<file path="config.mk">
export PLATFORM = sky130hd
export DESIGN_NAME = sound_event_seq
export DESIGN_NICKNAME = d
export VERILOG_FILES = /design/src/rtl/sound_event_seq_pkg.sv /design/src/rtl/sound_event_seq_duration_timer.sv /design/src/rtl/sound_event_seq.sv
export SDC_FILE = /design/constraint.sdc
export NUM_CORES = 1
export LEC_CHECK = 0
export CORE_AREA = 5 5 75 77
export DETAILED_ROUTE_END_ITERATION = 6
export DIE_AREA = 0 0 80 82
export PLACE_DENSITY = 0.65
export SLEW_MARGIN = 20
export SYNTH_ARGS = -nofsm -noshare
export SYNTH_HDL_FRONTEND = slang
export SYNTH_SLANG_ARGS = --single-unit
export TNS_END_PERCENT = 100
</file>
<file path="constraint.sdc">
create_clock -name clk -period 3.9 [get_ports clk]
set_input_delay 0.39 -clock clk [delete_from_list [all_inputs] [get_ports clk]]
set_output_delay 0.39 -clock clk [all_outputs]
set_load 0.01 [all_outputs]
</file>
<file path="src/rtl/sound_event_seq_pkg.sv">
`default_nettype none
// +--------------------------------------------------------------------+
// | sound_event_seq_pkg : state encoding and default sound durations   |
// | Rev 1.0                                                            |
// +--------------------------------------------------------------------+
package sound_event_seq_pkg;

  typedef enum logic [1:0] {
    S_IDLE    = 2'd0,
    S_WIN_ON  = 2'd1,
    S_DIE_ON  = 2'd2,
    S_DIE_OFF = 2'd3
  } state_t;

  // Defaults assume a 50 MHz clock, matching the tone generator.
  localparam int c_WIN_CYCLES_DEFAULT      = 25_000_000;
  localparam int c_BEEP_ON_CYCLES_DEFAULT  = 5_000_000;
  localparam int c_BEEP_OFF_CYCLES_DEFAULT = 5_000_000;
  localparam int c_DIE_BEEPS_DEFAULT       = 3;
  localparam int c_CNT_W_DEFAULT           = 25;

endpackage
`default_nettype wire

</file>
<file path="src/rtl/sound_event_seq_duration_timer.sv">
`default_nettype none
// +--------------------------------------------------------------------+
// | duration_timer : free counter with synchronous clear, flags limit-1|
// | Rev 1.0                                                            |
// +--------------------------------------------------------------------+
module duration_timer #(
  parameter int CNT_W = 25
) (
  input  logic             clk,
  input  logic             rst_n,
  input  logic             clear,
  input  logic [CNT_W-1:0] limit,
  output logic             expire
);

  logic [CNT_W-1:0] r_cnt;

  always_ff @(posedge clk or negedge rst_n) begin
    if (!rst_n) begin
      r_cnt <= '0;
    end else if (clear) begin
      r_cnt <= '0;
    end else begin
      r_cnt <= r_cnt + CNT_W'(1);
    end
  end

  assign expire = (r_cnt == (limit - CNT_W'(1)));

endmodule
`default_nettype wire

</file>
<file path="src/rtl/sound_event_seq.sv">
`default_nettype none
// +--------------------------------------------------------------------+
// | sound_event_seq : turns win/die event pulses into timed tone levels|
// | Rev 1.0                                                            |
// +--------------------------------------------------------------------+
module sound_event_seq
  import sound_event_seq_pkg::*;
#(
  parameter int WIN_CYCLES      = c_WIN_CYCLES_DEFAULT,
  parameter int BEEP_ON_CYCLES  = c_BEEP_ON_CYCLES_DEFAULT,
  parameter int BEEP_OFF_CYCLES = c_BEEP_OFF_CYCLES_DEFAULT,
  parameter int DIE_BEEPS       = c_DIE_BEEPS_DEFAULT,
  parameter int CNT_W           = c_CNT_W_DEFAULT
) (
  input  logic clk,
  input  logic rst_n,
  input  logic win_evt,
  input  logic die_evt,
  input  logic mute,
  output logic win,
  output logic die,
  output logic busy,
  output logic done
);

  localparam int c_BEEP_W = $clog2(DIE_BEEPS + 1);

  state_t              r_state;
  logic [c_BEEP_W-1:0] r_beeps;
  logic                r_done;
  logic                w_clear;
  logic                w_expire;
  logic [CNT_W-1:0]    w_limit;

  always_comb begin
    w_limit = CNT_W'(1);
    case (r_state)
      S_WIN_ON:  w_limit = CNT_W'(WIN_CYCLES);
      S_DIE_ON:  w_limit = CNT_W'(BEEP_ON_CYCLES);
      S_DIE_OFF: w_limit = CNT_W'(BEEP_OFF_CYCLES);
      default:   w_limit = CNT_W'(1);
    endcase
  end

  // The timer restarts on every state change or win retrigger, and sits at 0 in IDLE.
  always_comb begin
    w_clear = 1'b1;
    case (r_state)
      S_WIN_ON:  w_clear = die_evt | win_evt | w_expire;
      S_DIE_ON:  w_clear = w_expire;
      S_DIE_OFF: w_clear = w_expire;
      default:   w_clear = 1'b1;
    endcase
  end

  duration_timer #(
    .CNT_W (CNT_W)
  ) u_timer (
    .clk    (clk),
    .rst_n  (rst_n),
    .clear  (w_clear),
    .limit  (w_limit),
    .expire (w_expire)
  );

  always_ff @(posedge clk or negedge rst_n) begin
    if (!rst_n) begin
      r_state <= S_IDLE;
      r_beeps <= '0;
      r_done  <= 1'b0;
    end else begin
      r_done <= 1'b0;
      case (r_state)
        S_IDLE: begin
          if (die_evt) begin
            r_state <= S_DIE_ON;
            r_beeps <= c_BEEP_W'(1);
          end else if (win_evt) begin
            r_state <= S_WIN_ON;
          end
        end
        S_WIN_ON: begin
          if (die_evt) begin
            r_state <= S_DIE_ON;
            r_beeps <= c_BEEP_W'(1);
          end else if (!win_evt && w_expire) begin
            r_state <= S_IDLE;
            r_done  <= 1'b1;
          end
        end
        S_DIE_ON: begin
          if (w_expire) begin
            if (r_beeps == c_BEEP_W'(DIE_BEEPS)) begin
              r_state <= S_IDLE;
              r_beeps <= '0;
              r_done  <= 1'b1;
            end else begin
              r_state <= S_DIE_OFF;
            end
          end
        end
        S_DIE_OFF: begin
          if (w_expire) begin
            r_state <= S_DIE_ON;
            r_beeps <= r_beeps + c_BEEP_W'(1);
          end
        end
        default: begin
          r_state <= S_IDLE;
          r_beeps <= '0;
        end
      endcase
    end
  end

  assign win  = (r_state == S_WIN_ON) & ~mute;
  assign die  = (r_state == S_DIE_ON) & ~mute;
  assign busy = (r_state != S_IDLE);
  assign done = r_done;

endmodule
`default_nettype wire

</file>
==> impl_metrics.env <==
export IMPL_status="finished, final reports clean"
export IMPL_final_area_sq_um=2178
export IMPL_drv_slew=0
export IMPL_synth_seq_cells=30
export IMPL_cap_violations=0
export IMPL_clk_pin_slew_worst_paths_ps=60
export IMPL_multi_input_area_sq_um=1116
export IMPL_slew_headroom_pct=41.78
export IMPL_fillCellCount=503
export IMPL_num_rows=26
export IMPL_fin_crit_ps=2860
export IMPL_pin_count=9
export IMPL_diodes=0
export IMPL_ctsHtreeMaxLevel=2
export IMPL_grt_start_max_net_pins=31
export IMPL_period_share_pct=73.33
export IMPL_leakagePower_uw=0.0008272
export IMPL_power_density_nw_per_um2=575.4
export IMPL_die_width_microns=80
export IMPL_synthCells=208
export IMPL_grt_use_total_pct=13.59
export IMPL_root_buffer="clkbuf_8"
export IMPL_overflow=0
export IMPL_initial_core_util_pct=39.25
export IMPL_seqCellArea_sq_um=750.7
export IMPL_syn_nets=222
export IMPL_clockBufferDepth=2
export IMPL_die_h_microns=82
export IMPL_synth_edf_count=0
export IMPL_fin_cells=287
export IMPL_wl_per_cell_microns=13.41
export IMPL_dr_pass1_iters=4
export IMPL_hpwl_microns=2760
export IMPL_max_freq_mhz=349.7
export IMPL_tightest_slew_ps=871.2
export IMPL_syn_to_final_growth_pct=12.25
export IMPL_slowest_stage="or3_2"
export IMPL_synthesis_area_sq_um=1941
export IMPL_antenna_left=0
export IMPL_ctsHoldBuffers=0
export IMPL_final_net_count=230
export IMPL_core_area_sq_um=4945
export IMPL_cts_tree="yes"
export IMPL_setup_tns_ps=0
export IMPL_wirelength_microns=3849
export IMPL_placed_area_sq_um=2087
export IMPL_path_max_fanout=18
export IMPL_grt_pass1_wl_microns=6900
export IMPL_whs_ps=497.2
export IMPL_cp_arrival_ps=2970
export IMPL_synth_main_ff_cell="dfrtp_1"
export IMPL_via_per_inst=5.258
export IMPL_finalSetupViolCount=0
export IMPL_crit_path_end_kind="flip-flop"
export IMPL_drcViolationCount=0
export IMPL_globalplace_congestion=0.8155
export IMPL_clkSinkCount=30
export IMPL_synth_cell_types=48
export IMPL_postCtsSetupRepairBufs=0
export IMPL_num_vias=1509
export IMPL_syn_area_per_cell_sq_um=9.330
export IMPL_drt_iter0_markers=48
export IMPL_critPathMaxStageDelay_ps=510
export IMPL_critPathRequiredTime_ps=4010
export IMPL_antenna_found_initial=0
export IMPL_critical_path_class="reg -> reg"
export IMPL_drive_gt1_share_pct=10.14
export IMPL_finClkSkew_ps=5.613
export IMPL_seq_area_frac_synth_pct=38.68
export IMPL_hold_viol_final=0
export IMPL_utilization_pct=44.05
export IMPL_ir_worst_vdd_mv=0.2830
export IMPL_async_reset_ff_share_pct=100.0
export IMPL_numCtsBuffers=5
export IMPL_portBuffers=8
export IMPL_rsz0062_at_grt="no"
export IMPL_synth_warnings=0
export IMPL_cts_repair_resized=0
export IMPL_grt_pass1_vias=1473
export IMPL_path_cells="inv_1 -> ha_1 -> or3_2 -> a2111oi_4 -> o2111ai_4 -> o211ai_2 -> buf_4 -> a21boi_0"
export IMPL_start_kind="flip-flop"
export IMPL_clkLatencyLatePin_ps=280
export IMPL_dpl_cell_count=279
export IMPL_holdCritPathClass="in -> async"
export IMPL_fp_dieArea_sq_um=6560
==> power breakdown <==
| group | switching [uW] | internal, uW | total, uW |
|---|---|---|---|
| clock network | 113 | 142 | 255 |
| registers | 51.5 | 346 | 398 |
| logic | 372 | 229 | 601 |
| total | 536 | 718 | 1250 |
==> kinds of logic after synthesis <==
group / count (synthesis) / share of synthesized area [%]
XOR/XNOR: 24 / 10.83
flip-flops: 30 / 38.68
adder cells (fa/ha/maj): 9 / 5.803
multiplexers: 4 / 2.385
buffers and inverters: 19 / 3.804
AND/OR/NAND/NOR: 74 / 21.60
AO/OA/AOI/OAI: 48 / 16.89
==> routing by layer <==
metal,share of wire [%],up-vias,track usage [%]
met3,3.9,5,3.838
met4,2.0,0,6.757
li1,-,764,-
met1,49,717,17.51
met2,45,23,20.86
met5,0,-,0
==> metrics by stage <==
stage / power [uW] / setup WS (ps)
finish: 1253 / 1040
global route: 1355 / 835.4
CTS: 1261 / 1032
detailed placement: 1004 / 1038
global placement: 995.0 / 1109
floorplan: 855.8 / 1345
==> path summary, 6_finish.rpt <==
kind	from	endpoint	slack, ps	depth (start not counted)
setup / recovery	r_state[1]	u_timer.r_cnt[1]	1040	8
hold / removal	rst_n	u_timer.r_cnt[12]	500	2
setup reg to reg	r_state[1]	u_timer.r_cnt[1]	1040	8
hold reg to reg	r_beeps[1]	r_beeps[1]	570	2
max in group asynchronous	rst_n	u_timer.r_cnt[3]	3130	2
min in group clk	r_beeps[1]	r_beeps[1]	570	2
==> registers in the layout (all words and copies together), names as in the netlist <==
register / cells
done: 1
r_state: 2
u_timer.r_cnt: 25
r_beeps: 2
==> synthesized netlist by cell type (2+ instances only) <==
cell type  number  area, sq um
mux2i_1         2        20.02
or3_2           3        22.52
nor3_1          5        25.02
or4_1           2        15.01
xor2_1          6        52.55
inv_1          10        37.54
o21ai_0         6        30.03
dfrtp_1        30        750.7
and4_1          2        17.52
nand2_1        11        41.29
nor4b_1         2        17.52
clkbuf_1        7        26.28
xnor2_1        18        157.7
ha_1            9        112.6
nand3_1        11        55.05
nor2_1         14        52.55
buf_2           2        10.01
nor4_1          4        25.02
or3_1           2        12.51
nand4_1         6        37.54
nor2b_1         3        18.77
a21oi_1        27        135.1
==> placed cells by master (no fill, tap or decap), types with 2 or more instances in the layout <==
cell | Yosys | final
nor4b_1 | 2 | 2
ha_1 | 9 | 9
xnor2_1 | 18 | 18
buf_4 | 0 | 2
nand3_1 | 11 | 11
or3_2 | 3 | 3
clkbuf_8 | 0 | 6
nor2_1 | 14 | 14
or4_1 | 2 | 2
mux2i_1 | 2 | 2
o21ai_0 | 6 | 6
nor2b_1 | 3 | 3
nand2_1 | 11 | 11
dfrtp_1 | 30 | 30
nand4_1 | 6 | 6
nor4_1 | 4 | 4
clkdlybuf4s50_1 | 0 | 8
a21oi_1 | 27 | 27
and4_1 | 2 | 2
inv_1 | 10 | 10
xor2_1 | 6 | 6
nor3_1 | 5 | 5
or3_1 | 2 | 2
==> area by class of cell <==
class | instances | area share, %
tap | 70 | 4.021
timing repair buffer | 10 | 4.365
inverter | 10 | 1.723
multi-input combinational | 159 | 51.23
clock buffer | 7 | 3.963
clock inverter | 1 | 0.2298
sequential | 30 | 34.46
==> critical path, delay by kind of cell, from the launching register on <==
family,cells,cell delay [ps]
fa+ha+maj,1,230
buf+inv,2,420
flops,1,410
compound gates,4,1120
simple gates,1,510
No activity file was read; power rests on OpenSTA's default activity.
